### src/rtl/pipeline_pkg.sv
// rtl/pipeline_pkg.sv - shared types and constants for the ID-stage interlock
package pipeline_pkg;

    typedef enum logic [0:0] {
        ST_IDLE = 1'b0,
        ST_HOLD = 1'b1
    } hsu_state_t;

    localparam logic [4:0] REG_ZERO  = 5'd0;
    localparam int         DEF_CNT_W = 16;

    // True when a live producer writes a register the consumer actually reads.
    function automatic logic src_match(
        input logic [4:0] dst,
        input logic [4:0] rs,
        input logic [4:0] rt,
        input logic       uses_rs,
        input logic       uses_rt
    );
        return (dst != REG_ZERO) &&
               ((uses_rs && (dst == rs)) || (uses_rt && (dst == rt)));
    endfunction

endpackage

### src/rtl/sat_counter.sv
// rtl/sat_counter.sv - saturating event counter with synchronous clear
module sat_counter #(
    parameter int WIDTH = 16
) (
    input  logic             clk,
    input  logic             clear,
    input  logic             inc,
    output logic [WIDTH-1:0] count
);

    localparam logic [WIDTH-1:0] MAX_COUNT = {WIDTH{1'b1}};

    // Count events, holding at the maximum instead of wrapping.
    always_ff @(posedge clk) begin
        if (clear) begin
            count <= '0;
        end else if (inc && (count != MAX_COUNT)) begin
            count <= count + 1'b1;
        end
    end

endmodule

### src/rtl/hazard_stall_unit.sv
// rtl/hazard_stall_unit.sv - ID-stage load-use / branch-operand interlock with perf counters
import pipeline_pkg::*;

module hazard_stall_unit #(
    parameter int CNT_W = DEF_CNT_W
) (
    input  logic             Clk,
    input  logic             Rst,
    input  logic [4:0]       ifid_rs,
    input  logic [4:0]       ifid_rt,
    input  logic             ifid_uses_rs,
    input  logic             ifid_uses_rt,
    input  logic             ifid_is_branch,
    input  logic             ifid_taken,
    input  logic [4:0]       idex_rd,
    input  logic             idex_RegWrite,
    input  logic             idex_MemRead,
    input  logic [4:0]       exmem_rd,
    input  logic             exmem_MemRead,
    output logic             PCWrite,
    output logic             IFIDWrite,
    output logic             IDEX_Bubble,
    output logic             IFID_Flush,
    output logic [CNT_W-1:0] stall_cycles,
    output logic [CNT_W-1:0] flush_count
);

    hsu_state_t state, state_next;
    logic [1:0] remain, remain_next;
    logic [1:0] need;
    logic       match_e, match_m;
    logic       stall_raw, stall, flush;

    assign match_e = src_match(idex_rd,  ifid_rs, ifid_rt, ifid_uses_rs, ifid_uses_rt);
    assign match_m = src_match(exmem_rd, ifid_rs, ifid_rt, ifid_uses_rs, ifid_uses_rt);

    // Bubbles needed before the ID instruction can safely read its operands.
    always_comb begin
        need = 2'd0;
        if (idex_MemRead && match_e && ifid_is_branch) begin
            need = 2'd2;
        end else if (idex_MemRead && match_e) begin
            need = 2'd1;
        end else if (idex_RegWrite && !idex_MemRead && match_e && ifid_is_branch) begin
            need = 2'd1;
        end else if (exmem_MemRead && match_m && ifid_is_branch) begin
            need = 2'd1;
        end
    end

    // Next-state and stall decision; HOLD stalls unconditionally until remain runs out.
    always_comb begin
        state_next  = state;
        remain_next = remain;
        stall_raw   = 1'b0;
        case (state)
            ST_IDLE: begin
                if (need != 2'd0) begin
                    stall_raw = 1'b1;
                    if (need == 2'd2) begin
                        state_next  = ST_HOLD;
                        remain_next = 2'd1;
                    end
                end
            end
            ST_HOLD: begin
                stall_raw   = 1'b1;
                remain_next = remain - 2'd1;
                if (remain == 2'd1) begin
                    state_next = ST_IDLE;
                end
            end
            default: begin
                state_next  = ST_IDLE;
                remain_next = 2'd0;
            end
        endcase
    end

    // Reset forces the pipeline to run freely; a stalled branch never flushes.
    assign stall = stall_raw && !Rst;
    assign flush = ifid_taken && !stall_raw && !Rst;

    assign PCWrite     = !stall;
    assign IFIDWrite   = !stall;
    assign IDEX_Bubble = stall;
    assign IFID_Flush  = flush;

    // FSM state register; reset aborts any hold in progress.
    always_ff @(posedge Clk) begin
        if (Rst) begin
            state  <= ST_IDLE;
            remain <= 2'd0;
        end else begin
            state  <= state_next;
            remain <= remain_next;
        end
    end

    sat_counter #(.WIDTH(CNT_W)) u_stall_cnt (
        .clk   (Clk),
        .clear (Rst),
        .inc   (stall),
        .count (stall_cycles)
    );

    sat_counter #(.WIDTH(CNT_W)) u_flush_cnt (
        .clk   (Clk),
        .clear (Rst),
        .inc   (flush),
        .count (flush_count)
    );

endmodule

### config.mk
export PLATFORM = sky130hd
export DESIGN_NAME = hazard_stall_unit
export DESIGN_NICKNAME = d
export VERILOG_FILES = /design/src/rtl/pipeline_pkg.sv /design/src/rtl/sat_counter.sv /design/src/rtl/hazard_stall_unit.sv
export SDC_FILE = /design/constraint.sdc
export NUM_CORES = 1
export LEC_CHECK = 0
export CAP_MARGIN = 20
export CORE_MARGIN = 2
export CORE_UTILIZATION = 51
export DETAILED_ROUTE_END_ITERATION = 8
export PLACE_DENSITY_LB_ADDON = 0.2
export SETUP_SLACK_MARGIN = 0.3
export SLEW_MARGIN = 20
export SYNTH_ARGS = -nofsm -noshare
export SYNTH_HDL_FRONTEND = slang
export SYNTH_HIERARCHICAL = 1
export SYNTH_SLANG_ARGS = --single-unit
### constraint.sdc
create_clock -name Clk -period 5.2 [get_ports Clk]
set_input_delay 1.04 -clock Clk [delete_from_list [all_inputs] [get_ports Clk]]
set_output_delay 1.04 -clock Clk [all_outputs]
set_load 0.02 [all_outputs]
==> results by group <==
Status
  – Status: finished, final reports clean

Drt
  – Initial drt markers: 158
  – Via count: roughly 2200
  – Vias/cell: 6.005
  – Wire per inst: between 15 and 20 µm
  – Drc violations: 0
  – WL final: approximately 5500 µm
  – Pre-antenna DRT Iters: 4
  – ANT nets after route: 0

Setup path
  – Worst path required time: approximately 4200 ps
  – Worst setup EP type: primary output
  – CP Launch Type: input pin
  – Crit Path Class: input pin to primary output
  – Crit-path max FO: 3
  – Crit path DAT: about 3600 ps

Logic synthesis
  – Mapped Cells: about 250
  – Largest family of logic cells by synthesized area: simple AND/OR/NAND/NOR gates
  – Ys Warns: 6
  – Syn_nets: 286
  – Post-synth cell types: 42
  – Synth Area in Compound Gates: 0.1739
  – Multiplexer share of the synthesized area: 0.01978
  – Synthesized area: ~2200 µm²
  – Syn_area_per_cell: around 8.5 µm²
  – Post-Synth XOR/XNOR Area: 0.09773
  – Seq cells post-synth: 35
  – Post-Synth Adder-Cell Area: 0.01745
  – Simple-gate share of the synthesized area: 0.3310
  – Register area share after synthesis: 0.3258

STA
  – Slew margin rel.: 0.4666
  – Final min period: roughly 4600 ps
  – Unrepaired setup endpoints after global routing: false
  – Slack of the critical path: approximately 580 ps
  – Count of final setup violators: 0
  – Final slew viol count: 0
  – Max Fclk: approximately 0.22 GHz
  – Slew @ Worst Pin: about 790 ps
  – Final Hold Fails: 0
  – Period utilization: 0.8891
  – Skew final: 4.090 ps
  – Fin Setup TNS: 0 ps

Die
  – Initial core utilization: 0.5339
  – Die width: a little under 70 µm
  – Row cnt: 23
  – Num ports: 65
  – Die Ht: 68.94 µm
  – Core area: 4029 µm²
  – Die area: between 4000 and 5000 µm²

Global routing
  – GRT Total Usage: 0.2515
  – Grt total ovfl: 0
  – First-pass GRT wire length: between 8000 and 9000 µm
  – Initial antenna violation count: 0
  – Largest net degree at the start of global routing: 38
  – Vias in the first global route: 2037

Power
  – Total power: approximately 570 µW
  – Comb pwr share: 0.116
  – Sequential share of power: 0.472
  – Switching power: 128.2 µW
  – LEAKAGE: 0.9380 nW
  – Worst IR drop on VDD: 0.1530 mV
  – PwrDens: ~200 nW/µm²
  – Sw frac: 0.2233
  – Internal power: 445.9 µW
  – Clock power frac: 0.412

Final layout
  – Antenna diodes: 0
  – Area grow syn2layout: 36.13%
  – Layout cells sized above 1: 0.06309
  – # nets final: 349
  – Finished layout cell area: roughly 2900 µm²
  – Most frequent cells in the layout: clkdlybuf4s50_1 (64), dfxtp_1 (35), a21oi_1 (22)
  – Commonest non-fill, non-tap cell in the layout: clkdlybuf4s50_1
  – FILL cells: approximately 340

CTS
  – CTS H-tree depth: 2
  – CTS tree: built
  – Clock Latency Late Sink: 290 ps
  – Post-CTS Repair Setup Buffers: 0
  – PostCTS Resize Cnt: 0
  – CTS root buffer: clkbuf_8
  – CTS Sinks: 35
  – CTS Buffer Depth: 2
  – Clk pin slew, worst setup/hold paths: approximately 70 ps
  – CTS Buf Count: 5
  – Cts hold-fix bufs: 0

Worst hold path
  – Min-delay worst type: flip-flop to flip-flop

Placed design
  – I/O Buffers: 64
  – Dpl ws: approximately 540 ps
  – DP HPWL: 4081 µm
  – Placer Congestion: between 0.9 and 1
  – Placed instance area: roughly 2800 µm²

Job
  – Max-cap violations: 0
-- path summary, 6_finish.rpt --
check / from / to / slack (ps) / depth (start not counted)
worst max register to register: state / u_flush_cnt/count[11] / 3040 / 5
worst min-delay path: remain[0] / remain[0] / 490 / 1
worst max-delay path: idex_rd[1] / IFID_Flush / 580 / 6
worst min register to register: remain[0] / remain[0] / 490 / 1
-- power by group through the flow --
stage / combinational, mW / clock [mW] / sequential (mW)
2_1_floorplan: 0.0270 / 0 / 0.278
3_3_place_gp: 0.0642 / 0 / 0.277
3_5_place_dp: 0.0658 / 0 / 0.277
4_1_cts: 0.0663 / 0.240 / 0.271
5_1_grt: 0.0714 / 0.251 / 0.271
6_report: 0.0664 / 0.237 / 0.271
-- worst max-delay path, cell delays in order --
cell and delay [ps]:
clkdlybuf4s50_1 470, or4_1 560, nor2_2 130, and3b_2 240
nor4_1 450, clkdlybuf4s50_1 700
-- cell usage after synthesis --
| cell type | count | share of area |
|---|---|---|
| buf_4 | 1 | 0.0035 |
| a2111oi_2 | 1 | 0.0070 |
| buf_2 | 2 | 0.0047 |
| nor4bb_1 | 2 | 0.0093 |
| nor2_1 | 12 | 0.021 |
| nor3_1 | 8 | 0.019 |
| nor2b_1 | 4 | 0.012 |
| o31a_1 | 1 | 0.0041 |
| dfxtp_1 | 35 | 0.33 |
| nand3b_1 | 2 | 0.0070 |
| clkbuf_1 | 4 | 0.0070 |
| nand2_1 | 16 | 0.028 |
| or3_1 | 6 | 0.017 |
| a21o_1 | 1 | 0.0035 |
| nand2_2 | 2 | 0.0058 |
| o21a_1 | 2 | 0.0070 |
| nor4_1 | 7 | 0.020 |
| and3b_2 | 1 | 0.0047 |
| a21oi_1 | 22 | 0.051 |
| xor2_1 | 8 | 0.033 |
| or4_1 | 16 | 0.056 |
| nor2_2 | 2 | 0.0058 |
| mux2_2 | 2 | 0.010 |
| and3_1 | 2 | 0.0058 |
| o211ai_1 | 1 | 0.0035 |
| o41ai_1 | 2 | 0.0081 |
| xnor2_1 | 16 | 0.065 |
| o22ai_1 | 1 | 0.0029 |
| o31ai_1 | 13 | 0.045 |
| and4_1 | 6 | 0.024 |
| inv_1 | 8 | 0.014 |
| nand4_1 | 8 | 0.023 |
| o21ai_0 | 8 | 0.019 |
| a211oi_1 | 3 | 0.010 |
| nor4_4 | 2 | 0.020 |
| a31o_1 | 1 | 0.0041 |
| nand3_1 | 14 | 0.033 |
| nand4_4 | 2 | 0.020 |
| ha_1 | 3 | 0.017 |
| buf_1 | 3 | 0.0052 |
| o311ai_0 | 2 | 0.0081 |
| mux2i_1 | 2 | 0.0093 |
-- cells by family (layout without fill, tap and decap cells) --
| logic type | count (synthesis) | in the layout |
|---|---|---|
| adder cells (fa/ha/maj) | 3 | 3 |
| AO/OA/AOI/OAI | 58 | 58 |
| buffers and inverters | 18 | 81 |
| XOR/XNOR | 24 | 24 |
| multiplexers | 4 | 4 |
| flip-flops | 35 | 35 |
| AND/OR/NAND/NOR | 112 | 112 |
-- per-layer routing --
layer,routed length (µm),track usage,up-vias,share of wire
met5,0,0,-,0
met4,102,0.09559,0,0.018
met3,264,0.04383,13,0.048
met2,2673,0.4399,59,0.48
met1,2477,0.3066,1030,0.45
li1,-,-,1102,-
-- state kept, by name, summed over array words and instances (netlist names) --
register / flops
u_flush_cnt/count: 16
u_stall_cnt/count: 16
remain: 2
state: 1
-- layout make-up --
class,count,area (µm²),share of cell area
tap,50,62.56,0.02137
clock buffer,6,72.57,0.02479
sequential,35,700.7,0.2393
multi-input combinational,201,1376,0.4701
inverter,8,30.03,0.01026
clock inverter,1,30.03,0.01026
timing repair buffer,66,655.6,0.2239
-- stage by stage --
step                  util  std cells  hold slack, ps
CTS                 0.7267        367           491.9
detailed placement  0.7012        360           477.9
global placement    0.7012        360           471.4
floorplan                -        254           439.3
global route        0.7267        367           520.5
finish              0.7267        367           487.9
(Power assumes the default switching activity.)
